===== config.mk =====
export PLATFORM = sky130hd
export DESIGN_NAME = id_hazard_ctrl_flat
export DESIGN_NICKNAME = d
export VERILOG_FILES = /design/src/rtl/id_hazard_ctrl_pkg.sv /design/src/rtl/id_hazard_ctrl_if.sv /design/src/rtl/id_src_use_dec.sv /design/src/rtl/id_hazard_ctrl.sv /design/src/flat_wrapper.sv
export SDC_FILE = /design/constraint.sdc
export NUM_CORES = 1
export LEC_CHECK = 0
export ABC_AREA = 1
export CAP_MARGIN = 25
export CORE_MARGIN = 3
export CORE_UTILIZATION = 44
export DETAILED_ROUTE_END_ITERATION = 8
export GPL_ROUTABILITY_DRIVEN = 1
export PLACE_DENSITY_LB_ADDON = 0.05
export SYNTH_ARGS = -nofsm -noshare
export SYNTH_HDL_FRONTEND = slang
export SYNTH_SLANG_ARGS = --single-unit

===== constraint.sdc =====
create_clock -name clk -period 2.3 [get_ports clk]
set_clock_uncertainty 0.05 [all_clocks]
set_input_delay 0.23 -clock clk [delete_from_list [all_inputs] [get_ports clk]]
set_output_delay 0.23 -clock clk [all_outputs]
set_load 0.05 [all_outputs]

===== src/rtl/id_hazard_ctrl_pkg.sv =====
// id_hazard_ctrl_pkg: opcode classes, NOP and FSM encoding shared by the decode stage
package id_hazard_ctrl_pkg;
  localparam logic [4:0] OP_R       = 5'b01100;
  localparam logic [4:0] OP_R_W     = 5'b01110;
  localparam logic [4:0] OP_I_ARITH = 5'b00100;
  localparam logic [4:0] OP_I_W     = 5'b00110;
  localparam logic [4:0] OP_I_LOAD  = 5'b00000;
  localparam logic [4:0] OP_S       = 5'b01000;
  localparam logic [4:0] OP_B       = 5'b11000;
  localparam logic [4:0] OP_JALR    = 5'b11001;
  localparam logic [4:0] OP_JAL     = 5'b11011;
  localparam logic [4:0] OP_LUI     = 5'b01101;
  localparam logic [4:0] OP_AUIPC   = 5'b00101;
  localparam logic [31:0] NOP = 32'h0000_0013;
  typedef enum logic [1:0] {RUN, STALL, FLUSH} state_t;
endpackage


===== src/rtl/id_hazard_ctrl_if.sv =====
// id_hazard_ctrl_if: fetch, EX and issue signals around the ID register
interface id_hazard_ctrl_if #(parameter int XLEN = 64);
  logic if_valid, if_ready, ex_ready, ex_valid, ex_is_load, ex_redirect, issue_valid;
  logic [31:0] if_inst, issue_inst;
  logic [XLEN-1:0] if_pc, issue_pc;
  logic [4:0] ex_rd;
  modport master (
    output if_valid, if_inst, if_pc, ex_ready, ex_valid, ex_is_load, ex_rd, ex_redirect,
    input  if_ready, issue_valid, issue_inst, issue_pc
  );
  modport slave (
    input  if_valid, if_inst, if_pc, ex_ready, ex_valid, ex_is_load, ex_rd, ex_redirect,
    output if_ready, issue_valid, issue_inst, issue_pc
  );
endinterface


===== src/rtl/id_src_use_dec.sv =====
// id_src_use_dec: which source registers an opcode class reads
module id_src_use_dec
  import id_hazard_ctrl_pkg::*;
(
  input  logic [4:0] op,
  output logic       uses_rs1,
  output logic       uses_rs2
);
  logic known;
  always_comb begin
    known = op inside {OP_R, OP_R_W, OP_I_ARITH, OP_I_W, OP_I_LOAD, OP_S, OP_B, OP_JALR,
                       OP_JAL, OP_LUI, OP_AUIPC};
    uses_rs1 = known & ~(op inside {OP_LUI, OP_AUIPC, OP_JAL});
    uses_rs2 = op inside {OP_R, OP_R_W, OP_S, OP_B};
  end
endmodule


===== src/rtl/id_hazard_ctrl.sv =====
// id_hazard_ctrl: IF/ID register with load-use bubble, redirect flush and perf counters
module id_hazard_ctrl
  import id_hazard_ctrl_pkg::*;
#(
  parameter int XLEN         = 64,
  parameter int FLUSH_CYCLES = 1,
  parameter int CNT_W        = 16
) (
  input  logic             clk,
  input  logic             rst_n,
  id_hazard_ctrl_if.slave  b,
  output logic [CNT_W-1:0] stall_cnt,
  output logic [CNT_W-1:0] flush_cnt
);
  state_t state, state_nx;
  logic id_valid;
  logic [31:0] id_inst;
  logic [XLEN-1:0] id_pc;
  logic [2:0] fcnt, fcnt_nx;
  logic uses_rs1, uses_rs2, hazard, fire, load, stall_inc;
  id_src_use_dec u_dec (.op(id_inst[6:2]), .uses_rs1(uses_rs1), .uses_rs2(uses_rs2));
  // id_valid is always 0 in FLUSH, so ~id_valid already keeps fetch draining there
  always_comb begin
    hazard = id_valid & b.ex_valid & b.ex_is_load & (b.ex_rd != 5'd0) &
             ((uses_rs1 & (id_inst[19:15] == b.ex_rd)) | (uses_rs2 & (id_inst[24:20] == b.ex_rd)));
    b.issue_valid = state == FLUSH ? 1'b0 : state == STALL ? id_valid : id_valid & ~hazard;
    b.issue_inst = id_inst;
    b.issue_pc = id_pc;
    fire = b.issue_valid & b.ex_ready;
    b.if_ready = ~id_valid | fire;
    load = (state != FLUSH) & b.if_ready & ~b.ex_redirect;
    stall_inc = (state == RUN) & hazard & ~b.ex_redirect;
    state_nx = b.ex_redirect ? FLUSH :
               stall_inc ? STALL :
               state == STALL ? RUN :
               (state == FLUSH & b.if_valid & fcnt == 3'd1) ? RUN : state;
    fcnt_nx = b.ex_redirect ? 3'(FLUSH_CYCLES) :
              (state == FLUSH & b.if_valid) ? fcnt - 3'd1 : fcnt;
  end
  always_ff @(posedge clk or negedge rst_n) begin
    if (!rst_n) begin
      state <= RUN;
      fcnt <= 3'd0;
      id_valid <= 1'b0;
      id_inst <= NOP;
      id_pc <= '0;
      stall_cnt <= '0;
      flush_cnt <= '0;
    end else begin
      state <= state_nx;
      fcnt <= fcnt_nx;
      if (b.ex_redirect) id_valid <= 1'b0;
      else if (load) id_valid <= b.if_valid;
      if (load & b.if_valid) begin
        id_inst <= b.if_inst;
        id_pc <= b.if_pc;
      end
      if (stall_inc & ~&stall_cnt) stall_cnt <= stall_cnt + CNT_W'(1);
      if (b.ex_redirect & ~&flush_cnt) flush_cnt <= flush_cnt + CNT_W'(1);
    end
  end
endmodule


===== src/flat_wrapper.sv =====
// flat-port wrapper written by rule: the top's interface ports become plain ports
module id_hazard_ctrl_flat import id_hazard_ctrl_pkg::*;
#(
  parameter int XLEN         = 64,
  parameter int FLUSH_CYCLES = 1,
  parameter int CNT_W        = 16
)
  (clk, rst_n, stall_cnt, flush_cnt, b_if_valid, b_if_inst, b_if_pc, b_ex_ready, b_ex_valid, b_ex_is_load, b_ex_rd, b_ex_redirect, b_if_ready, b_issue_valid, b_issue_inst, b_issue_pc);
  id_hazard_ctrl_if #(.XLEN(XLEN)) b_i ();
  input  logic clk;
  input  logic rst_n;
  output logic [CNT_W-1:0] stall_cnt;
  output logic [CNT_W-1:0] flush_cnt;
  input wire logic [$bits(b_i.if_valid)-1:0] b_if_valid;
  input wire logic [$bits(b_i.if_inst)-1:0] b_if_inst;
  input wire logic [$bits(b_i.if_pc)-1:0] b_if_pc;
  input wire logic [$bits(b_i.ex_ready)-1:0] b_ex_ready;
  input wire logic [$bits(b_i.ex_valid)-1:0] b_ex_valid;
  input wire logic [$bits(b_i.ex_is_load)-1:0] b_ex_is_load;
  input wire logic [$bits(b_i.ex_rd)-1:0] b_ex_rd;
  input wire logic [$bits(b_i.ex_redirect)-1:0] b_ex_redirect;
  output wire logic [$bits(b_i.if_ready)-1:0] b_if_ready;
  output wire logic [$bits(b_i.issue_valid)-1:0] b_issue_valid;
  output wire logic [$bits(b_i.issue_inst)-1:0] b_issue_inst;
  output wire logic [$bits(b_i.issue_pc)-1:0] b_issue_pc;
  assign b_i.if_valid = b_if_valid;
  assign b_i.if_inst = b_if_inst;
  assign b_i.if_pc = b_if_pc;
  assign b_i.ex_ready = b_ex_ready;
  assign b_i.ex_valid = b_ex_valid;
  assign b_i.ex_is_load = b_ex_is_load;
  assign b_i.ex_rd = b_ex_rd;
  assign b_i.ex_redirect = b_ex_redirect;
  assign b_if_ready = b_i.if_ready;
  assign b_issue_valid = b_i.issue_valid;
  assign b_issue_inst = b_i.issue_inst;
  assign b_issue_pc = b_i.issue_pc;
  id_hazard_ctrl #(.XLEN(XLEN), .FLUSH_CYCLES(FLUSH_CYCLES), .CNT_W(CNT_W)) u_core (.clk(clk), .rst_n(rst_n), .b(b_i), .stall_cnt(stall_cnt), .flush_cnt(flush_cnt));
endmodule

==> flow_summary_export.csv, run 1 <==
group,metric,value,unit
power,leakagePower,4.52,nW
place,dpl_worst_slack,-0.0335,ns
yosys,number_of_flops_mapped_to_enable_cells_by_yosys,0,
clock_tree,cts_htree_levels,4,
clock_tree,root_buffer,"sky130_fd_sc_hd__clkbuf_16",
floorplan,initial_utilization,45.7,%
floorplan,dieWidth,124,um
global_route,number_of_antenna_violations_at_the_first_check_in_global_routing,1,
sta,fin_crit_sh,96.8,%
critical_path,critical_register_to_register_path_endpoint,"u_core.b.issue_pc[4]",
global_route,global_route_wire_length_before_repair,29.1,mm
clock_tree,worstSkewPairLatency,0.41,ns
global_route,globalRoute.totalOverflow,0,
global_route,grt_start_max_net_pins,78,
yosys,postSynthRegisterBits,134,
critical_path,worstSetupStartpointType,"register",
layout,most-common-layout-cells,"sky130_fd_sc_hd__nand2_1, sky130_fd_sc_hd__clkdlybuf4s50_1, sky130_fd_sc_hd__dfrtp_1",
clock_tree,clkSinkCount,134,
critical_path,reg2regPathDepth,15,
critical_path,crit_path_cell_trace,"inv_2, nand2_2, nand2_1, inv_1, nand2_1, nor2_1, nand2_1, nand2_1, nand3_2, nand3_2, nand2_4, buf_12, buf_12",
global_route,first_global_vias,5793,
critical_path,rrSetupSlack,0.13,ns
critical_path,cp_max_fo,2,
critical_path,timing.critical_path.to_type,"output port",
critical_path,arrival_time_at_the_worst_endpoint,1.95,ns
sta,timing_limited_maximum_frequency,0.449,GHz
layout,mostFrequentLayoutCell,"sky130_fd_sc_hd__nand2_1",
clock_tree,cts_tree,"done",
layout,layout-drive-gt1-share,7.22,%
route,dr_total_vias,5987,
yosys,register_area_share_after_synthesis,54.6,%
power,power.ir.vdd_worst,0.000812,V
route,antenna_violating_nets_post_route,0,
route,drt-initial-drc-count,460,
critical_path,r2r_start,"u_core.b.issue_inst[4]",
critical_path,cell_repeated_most_along_the_worst_path,"sky130_fd_sc_hd__nand2_1",
route,drt_drc_violations_left,0,
floorplan,placement_rows,42,
yosys,synth.net_count,828,
sta,setup_tns,0,ns
critical_path,cp_slowest_cell,"sky130_fd_sc_hd__dfstp_2",
sta,slew_worst_pin,0.575,ns
yosys,syn_avg_cell_area,8.58,um^2
critical_path,crit_path_kind,"register to output port",
sta,period_minus_slack,2.23,ns
place,io_buffer_count,237,
floorplan,fp.coreArea,13500,um^2
clock_tree,cts-root-to-sink-buffers,2,
clock_tree,cts_inserted_buffers,17,
route,via_per_inst,5.22,
run,drv_cap,0,
place,place_hpwl,13.2,mm
yosys,netlist_area,6140,um^2
route,routed_wl,18.5,mm
min_path,worstHoldPathType,"input port to async pin",
clock_tree,path_clk_slew,0.05,ns
layout,layout-area-overhead-vs-synth,54.4,%
sta,finalHoldViolCount,0,
layout,number_of_nets_in_the_layout,1069,
critical_path,worstPathRequired,2.02,ns
global_route,gr-usage-all-layers,24.1,%
critical_path,worstSetupStartpoint,"u_core.b.issue_inst[4]",
sta,slew_violations,0,
route,routed_wire_length_per_instance,16.1,um
sta,tightest_slew_margin_relative_to_the_limit,61.4,%
power,power.density,1220,nW/um^2
floorplan,ios,238,
route,drt_first_pass_iters,5,
yosys,synth_async_sr_flop_share,100,%
yosys,synthFlopType,"sky130_fd_sc_hd__dfrtp_1",
floorplan,dieHeight,124,um
yosys,synth_cell_types,27,
floorplan,die_area,15400,um^2
critical_path,critical_path.max_stage_delay,0.54,ns
place,place.gp.congestion,0.890,
sta,setup-violations-final,0,
sta,rsz0062_at_grt,"yes",
layout,insertedDiodeCount,0,
sta,setup_ws_final,0.0736,ns
yosys,yosysWarnings,0,
run_status,run_status,"complete, no violations",
yosys,post_synth_inst_count,716,
## where the power goes
part | leakage, nW | switching [mW] | internal (mW)
registers | 1.66 | 0.513 | 3.09
clock network | 0.273 | 0.936 | 1.65
logic | 2.58 | 3.63 | 1.77
## worst max path at each step
stage | slack, ns | cells past startpoint | end
after floorplan | 0.19 | 9 | u_core.stall_cnt[11]
after global placement | 0.09 | 12 | u_core.b.issue_pc[6]
after detailed placement | -0.03 | 14 | u_core.stall_cnt[15]
after CTS | 0.002 | 13 | b_if_ready
after global routing | -0.05 | 13 | b_if_ready
final | 0.07 | 13 | b_if_ready
## per-stage QoR
stage | cells | instance area (um^2) | hold WS [ns] | utilization [%] | power (mW)
after floorplan | 716 | 6140 | -0.116 | - | 6.92
after global placement | 1107 | 8820 | 0.131 | 65.5 | 8.92
after detailed placement | 1107 | 8820 | 0.138 | 65.5 | 9.00
after CTS | 1143 | 9440 | 0.263 | 70.2 | 11.7
after global routing | 1146 | 9490 | 0.293 | 70.5 | 12.1
final | 1146 | 9490 | 0.260 | 70.5 | 11.6
## kinds of logic after synthesis
| family | count (synthesis) | synth area share [%] |
|---|---|---|
| xor+xnor | 33 | 4.70 |
| fa+ha+maj | 4 | 0.815 |
| simple gates | 441 | 32.3 |
| flops | 134 | 54.6 |
| buf+inv | 88 | 6.19 |
| compound gates | 16 | 1.38 |
## synth_stat cells, types with 8 or more instances
cell type / instances / share of area (%)
sky130_fd_sc_hd__nor2_1: 29 / 1.8
sky130_fd_sc_hd__buf_2: 10 / 0.81
sky130_fd_sc_hd__xnor2_1: 14 / 2.0
sky130_fd_sc_hd__nand4_1: 104 / 11
sky130_fd_sc_hd__inv_1: 46 / 2.8
sky130_fd_sc_hd__nand2_1: 272 / 17
sky130_fd_sc_hd__buf_1: 8 / 0.49
sky130_fd_sc_hd__clkbuf_1: 18 / 1.1
sky130_fd_sc_hd__dfrtp_1: 131 / 53
sky130_fd_sc_hd__xor2_1: 19 / 2.7
sky130_fd_sc_hd__nand3_1: 19 / 1.5
## per-layer routing
layer  part of all wire (%)  GRT usage, %  vias to the layer above
met2                     47          38.0                      256
met1                     41          30.9                     2862
met3                     10          9.58                       22
met5                  0.043             0                        -
li1                       -             -                     2845
met4                    1.5          6.71                        2
## critical path: cells and delay by family, from the launching register on
family / cells / cell delay, ns
AND/OR/NAND/NOR: 9 / 0.66
flip-flops: 1 / 0.54
buffers and inverters: 4 / 0.35
## flip-flops by register name, indices dropped and copies added, names as in the netlist
signal / cells
u_core.fcnt: 3
u_core.flush_cnt: 16
u_core.id_valid: 1
u_core.stall_cnt: 16
u_core.b.issue_inst: 32
u_core.b.issue_pc: 64
u_core.state: 2
## timing repair
action	in CTS	in global routing
gates cloned	1	0
buffers inserted	2	3
hold endpoints to repair	42	0
gates resized for setup	2	7
hold buffers	1	0
pin swaps	2	6
endpoints found under the setup margin	1	26
## final cells by class
type / instances / area, um^2
Multi-Input combinational cell: 494 / 2450
Clock buffer: 27 / 483
Sequential cell: 134 / 3360
Timing Repair Buffer: 264 / 2720
Clock inverter: 5 / 75.1
Fill cell: 1043 / 3970
Inverter: 46 / 173
Tap cell: 176 / 220
Note: power is estimated with default switching activity, not from simulation.
==> run 2, diff against run 1 <==
--- a/config.mk
+++ b/config.mk
@@ -12,6 +12,7 @@
 export DETAILED_ROUTE_END_ITERATION = 8
 export GPL_ROUTABILITY_DRIVEN = 1
 export PLACE_DENSITY_LB_ADDON = 0.05
+export SLEW_MARGIN = 30
 export SYNTH_ARGS = -nofsm -noshare
 export SYNTH_HDL_FRONTEND = slang
 export SYNTH_SLANG_ARGS = --single-unit
==> results of run 2 <==
Final layout, timing and power as in run 1 (identical DEF).
